**src/rtl/execute.sv**
```systemverilog
// Accumulator execute stage: two-state opcode/immediate decoder driving an 8-bit
// accumulator, 4-entry register file, Z/C flags and the branch redirect into fetch.
module execute (
   input  logic       clk,
   input  logic       sync_rst,
   input  logic [7:0] word,
   output logic [7:0] branch_wr,
   output logic       branch_wr_en,
   output logic [7:0] acc,
   output logic       flag_z,
   output logic       flag_c,
   output logic       halted,
   output logic       retire
);
   typedef enum logic [1:0] {S_SKIP, S_OPCODE, S_IMM, S_HALT} state_t;

   state_t     state, state_nx;
   logic [3:0] op_q;
   logic [7:0] rf [4];

   logic [3:0] op;
   logic [7:0] operand;
   logic       two_byte;
   logic       jump_taken;

   assign op       = word[7:4];
   assign operand  = rf[word[1:0]];
   assign two_byte = (op == 4'h1) || (op == 4'hA) || (op == 4'hB) || (op == 4'hC);

   always_comb begin
      case (op_q)
         4'hA:    jump_taken = 1'b1;
         4'hB:    jump_taken = flag_z;
         4'hC:    jump_taken = flag_c;
         default: jump_taken = 1'b0;
      endcase
   end

   // state register
   always_ff @(posedge clk) begin
      if (sync_rst) state <= S_SKIP;
      else          state <= state_nx;
   end

   // next state
   always_comb begin
      state_nx = state;
      case (state)
         S_SKIP:   state_nx = S_OPCODE;
         S_OPCODE: begin
            if (op == 4'hF)    state_nx = S_HALT;
            else if (two_byte) state_nx = S_IMM;
         end
         S_IMM:    state_nx = jump_taken ? S_SKIP : S_OPCODE;
         S_HALT:   state_nx = S_HALT;
         default:  state_nx = S_SKIP;
      endcase
   end

   // outputs and datapath controls; everything is forced idle while in reset
   logic       acc_we, z_we, c_we, rf_we, op_we, halt_set;
   logic [8:0] alu;

   always_comb begin
      retire       = 1'b0;
      branch_wr_en = 1'b0;
      branch_wr    = 8'h00;
      acc_we       = 1'b0;
      z_we         = 1'b0;
      c_we         = 1'b0;
      rf_we        = 1'b0;
      op_we        = 1'b0;
      halt_set     = 1'b0;
      alu          = {1'b0, acc};
      if (!sync_rst) begin
         case (state)
            S_OPCODE: begin
               if (two_byte) op_we = 1'b1;
               else          retire = 1'b1;
               case (op)
                  4'h2: rf_we = 1'b1;
                  4'h3: begin alu = {1'b0, operand}; acc_we = 1'b1; z_we = 1'b1; end
                  4'h4: begin alu = {1'b0, acc} + {1'b0, operand}; acc_we = 1'b1; z_we = 1'b1; c_we = 1'b1; end
                  // borrow lands in bit 8 of the 9-bit difference
                  4'h5: begin alu = {1'b0, acc} - {1'b0, operand}; acc_we = 1'b1; z_we = 1'b1; c_we = 1'b1; end
                  4'h6: begin alu = {1'b0, acc & operand}; acc_we = 1'b1; z_we = 1'b1; end
                  4'h7: begin alu = {1'b0, acc | operand}; acc_we = 1'b1; z_we = 1'b1; end
                  4'h8: begin alu = {1'b0, acc ^ operand}; acc_we = 1'b1; z_we = 1'b1; end
                  4'h9: begin alu = {1'b0, acc} + {5'b0, word[3:0]}; acc_we = 1'b1; z_we = 1'b1; c_we = 1'b1; end
                  4'hF: halt_set = 1'b1;
                  default: ;
               endcase
            end
            S_IMM: begin
               retire = 1'b1;
               if (op_q == 4'h1) begin
                  alu    = {1'b0, word};
                  acc_we = 1'b1;
                  z_we   = 1'b1;
               end else if (jump_taken) begin
                  branch_wr_en = 1'b1;
                  branch_wr    = word;
               end
            end
            default: ;
         endcase
      end
   end

   always_ff @(posedge clk) begin
      if (sync_rst) begin
         acc    <= 8'h00;
         flag_z <= 1'b0;
         flag_c <= 1'b0;
         halted <= 1'b0;
         op_q   <= 4'h0;
         for (int i = 0; i < 4; i++) rf[i] <= 8'h00;
      end else begin
         if (acc_we)   acc          <= alu[7:0];
         if (z_we)     flag_z       <= (alu[7:0] == 8'h00);
         if (c_we)     flag_c       <= alu[8];
         if (rf_we)    rf[word[1:0]] <= acc;
         if (op_we)    op_q         <= op;
         if (halt_set) halted       <= 1'b1;
      end
   end
endmodule

```
**config.mk**
```make
export PLATFORM = sky130hd
export DESIGN_NAME = execute
export DESIGN_NICKNAME = d
export VERILOG_FILES = /design/src/rtl/execute.sv
export SDC_FILE = /design/constraint.sdc
export NUM_CORES = 1
export LEC_CHECK = 0
export ABC_AREA = 1
export BUFFER_PORTS_ARGS = -buffer_cell sky130_fd_sc_hd__buf_4
export CAP_MARGIN = 20
export CORE_ASPECT_RATIO = 0.75
export CORE_MARGIN = 2
export CORE_UTILIZATION = 30
export CTS_CLUSTER_DIAMETER = 80
export DETAILED_ROUTE_END_ITERATION = 12
export PLACE_DENSITY = 0.57
export SLEW_MARGIN = 20
export SYNTH_ARGS = -nofsm -noshare
export SYNTH_HDL_FRONTEND = slang
export SYNTH_SLANG_ARGS = --single-unit
```
**constraint.sdc**
```tcl
create_clock -name clk -period 3 [get_ports clk]
set_input_delay 0.6 -clock clk [delete_from_list [all_inputs] [get_ports clk]]
set_output_delay 0.6 -clock clk [all_outputs]
set_load 0.005 [all_outputs]
```
==> impl_metrics.sql <==
INSERT INTO impl_metrics (metric_group, metric, value, unit) VALUES
('timing', 'worst_pin_slew', '656', 'ps'),
('synth', 'netlist_area', '3790', 'µm²'),
('detailed_routing', 'drt-total-wl', '12.4', 'mm'),
('detailed_routing', 'first_iter_violations', '302', ''),
('timing', 'finalHoldViolations', '0', ''),
('setup_path', 'cp_dominant_cell_by_count', 'sky130_fd_sc_hd__nand2_1', ''),
('placed_design', 'gpl.final_weighted_congestion', '0.916', ''),
('detailed_routing', 'drc_violation_count_after_routing', '0', ''),
('grt', 'maximum_number_of_pins_on_one_net_before_global_route_repair', '20', ''),
('floorplan', 'placeableCoreArea', '12300', 'µm²'),
('run_status', 'outcome', 'complete, no violations', ''),
('pwr', 'ir_drop', '249', 'µV'),
('detailed_routing', 'vias', '4015', ''),
('pwr', 'report.power.total', '0.00235', 'W'),
('floorplan', 'floorplan.initialDensity', '30.8', '%'),
('setup_path', 'critical_path_arrival', '3210', 'ps'),
('floorplan', 'dieWidth', '134', 'µm'),
('timing', 'fin_crit', '2980', 'ps'),
('pwr', 'switching_share', '37.9', '%'),
('placed_design', 'place_inst', '795', ''),
('synth', 'synth_edf_count', '32', ''),
('synth', 'synth_commonest_cells', 'sky130_fd_sc_hd__nand2_1 (166), sky130_fd_sc_hd__nor2_1 (69), sky130_fd_sc_hd__inv_1 (59)', ''),
('timing', 'post-route-period-util', '99.5', '%'),
('setup_path', 'number_of_buffer_and_inverter_instances_along_the_worst_setup_path', '6', ''),
('setup_path', 'critPathSlowestCell', 'sky130_fd_sc_hd__ha_1', ''),
('clock_network', 'tritoncts.num_buffers', '5', ''),
('timing', 'clock_skew', '11.2', 'ps'),
('pwr', 'power.share.clock', '26.0', '%'),
('grt', 'antenna_found_initial', '0', ''),
('synth', 'synth.ff_latch_count', '49', ''),
('synth', 'synth_ff_type', 'sky130_fd_sc_hd__edfxtp_1', ''),
('cells_and_area', 'finish.net_count', '683', ''),
('floorplan', 'design.portCount', '31', ''),
('pwr', 'seqPwrFrac', '34.4', '%'),
('setup_path', 'r2r_slack', '30', 'ps'),
('detailed_routing', 'drt.antenna.violating_nets', '0', ''),
('setup_path', 'critical-path-max-stage-delay', '280', 'ps'),
('setup_path', 'worst-setup-path-type', 'input pin to flop', ''),
('grt', 'grt_util_all_layers', '18.3', '%'),
('detailed_routing', 'detail_route.first_pass.iterations', '5', ''),
('synth', 'synth.most_common_cell', 'sky130_fd_sc_hd__nand2_1', ''),
('synth', 'post_synth_main_area_contributors', 'sky130_fd_sc_hd__edfxtp_1 (25%), sky130_fd_sc_hd__nand2_1 (16%), sky130_fd_sc_hd__ha_1 (9.9%)', ''),
('synth', 'postSynthCellCount', '557', ''),
('synth', 'synth.net_count', '598', ''),
('cells_and_area', 'layout-drive-gt1-share', '24.3', '%'),
('placed_design', 'io_buffer_count', '30', ''),
('hold_path', 'timing.hold.worst.class', 'flop to flop', ''),
('timing', 'slew-limit-headroom', '56.1', '%'),
('setup_path', 'critPathCapture', 'flag_z$_SDFFE_PP0P_', ''),
('clock_network', 'clock_tree.buffer_depth', '2', ''),
('cells_and_area', 'synthToLayoutAreaGrowth', '31.5', '%'),
('pwr', 'leakagePower', '2.29', 'nW'),
('timing', 'count_of_endpoints_failing_setup_in_the_final_report', '0', ''),
('synth', 'synth_async_sr_flop_share', '0', '%'),
('clock_network', 'cts_max_level', '2', ''),
('pwr', 'power.net_switching', '0.000891', 'W'),
('synth', 'synth-warning-count', '0', ''),
('placed_design', 'hpwlAfterDp', '9.35', 'mm'),
('detailed_routing', 'average_via_count_per_standard_cell', '4.96', ''),
('floorplan', 'die_h', '101', 'µm'),
('pwr', 'cellPowerDensity', '472', 'nW/µm²'),
('synth', 'syn-mean-instance-area', '6.81', 'µm²'),
('clock_network', 'clock-sinks', '49', ''),
('cells_and_area', 'post-route-util', '40.5', '%'),
('setup_path', 'worst_path_dominant_cell_family', 'simple AND/OR/NAND/NOR gates', ''),
('setup_path', 'worstReg2RegEnd', 'flag_z$_SDFFE_PP0P_', ''),
('clock_network', 'cts_root_buf', 'sky130_fd_sc_hd__clkbuf_16', ''),
('setup_path', 'path_max_fanout', '7', ''),
('job', 'cap_viol_max_count', '0', ''),
('grt', 'globalRoute.totalOverflow', '0', ''),
('timing', 'max_freq', '0.335', 'GHz');
-- sequential cells by signal, summed over array words and instances (netlist names) --
register / cells
acc: 8
flag_c: 1
op_q: 4
state: 2
flag_z: 1
halted: 1
rf: 32
-- power by group through the flow --
stage / clock network (W) / registers (W) / logic, W
after floorplan: 0 / 0.000807 / 0.000512
after global placement: 0 / 0.000822 / 0.000840
after detailed placement: 0 / 0.000822 / 0.000849
after CTS: 0.000620 / 0.000808 / 0.000875
after global routing: 0.000643 / 0.000816 / 0.00104
final: 0.000611 / 0.000809 / 0.000932
-- what timing repair did --
action / CTS / global route
buffers inserted: 1 / 5
cloned: 0 / 0
pin swaps: 5 / 27
hold buffers: 0 / 0
gates resized for setup: 15 / 43
setup endpoints to repair: 3 / 7
-- how the worst min path moves through the flow --
stage | startpoint | endpoint | slack, ps | cells after the start
floorplan | halted$_SDFFE_PP0P_ | halted$_SDFFE_PP0P_ | 440 | 2
global placement | halted$_SDFFE_PP0P_ | halted$_SDFFE_PP0P_ | 440 | 2
detailed placement | halted$_SDFFE_PP0P_ | halted$_SDFFE_PP0P_ | 450 | 2
CTS | halted$_SDFFE_PP0P_ | halted$_SDFFE_PP0P_ | 460 | 2
global route | halted$_SDFFE_PP0P_ | halted$_SDFFE_PP0P_ | 480 | 2
finish | halted$_SDFFE_PP0P_ | halted$_SDFFE_PP0P_ | 450 | 2
-- placed cells by master, fill, tap and decap left out, types with 13 or more instances in the layout --
master	instances
sky130_fd_sc_hd__nand2_1	153
sky130_fd_sc_hd__buf_4	91
sky130_fd_sc_hd__nor2_1	66
sky130_fd_sc_hd__inv_1	56
sky130_fd_sc_hd__nand3_1	48
sky130_fd_sc_hd__a21oi_1	34
sky130_fd_sc_hd__edfxtp_1	32
sky130_fd_sc_hd__o21ai_0	28
sky130_fd_sc_hd__ha_1	26
sky130_fd_sc_hd__dfxtp_1	17
sky130_fd_sc_hd__nand2_2	13
-- metrics by stage --
stage	worst slack (ps)	instance area, µm²	setup TNS (ps)
CTS	7.94	4760	0
global placement	-355	4570	-1410
floorplan	-19.3	3800	-19.3
finish	15.5	4990	0
detailed placement	-423	4570	-2050
global route	-170	4990	-307
-- cell type report --
type | instances | area (µm²)
Timing Repair Buffer | 95 | 741
Clock inverter | 3 | 28.8
Inverter | 66 | 256
Tap cell | 166 | 208
Sequential cell | 49 | 1300
Clock buffer | 5 | 125
Multi-Input combinational cell | 425 | 2330
Fill cell | 1275 | 7320
-- per-layer routing --
layer,track usage [%],wire length [µm],vias to the layer above
met3,2.65,908,8
met2,29.3,5390,128
met1,26.8,5980,1887
li1,-,-,1992
met4,2.86,82,0
met5,0,0,-
-- cell families after synthesis --
group	after synthesis	synth area share (%)
AND/OR/NAND/NOR	312	33.9
XOR/XNOR	2	0.462
AO/OA/AOI/OAI	80	11.4
buffers and inverters	83	9.50
flip-flops	49	34.3
adder cells (fa/ha/maj)	31	10.4
-- worst min-delay path: stages (launching register included) --
cell                      delay (ps)
sky130_fd_sc_hd__dfxtp_1         310
sky130_fd_sc_hd__inv_1            50
sky130_fd_sc_hd__a21oi_1          50
(Power assumes the default switching activity.)
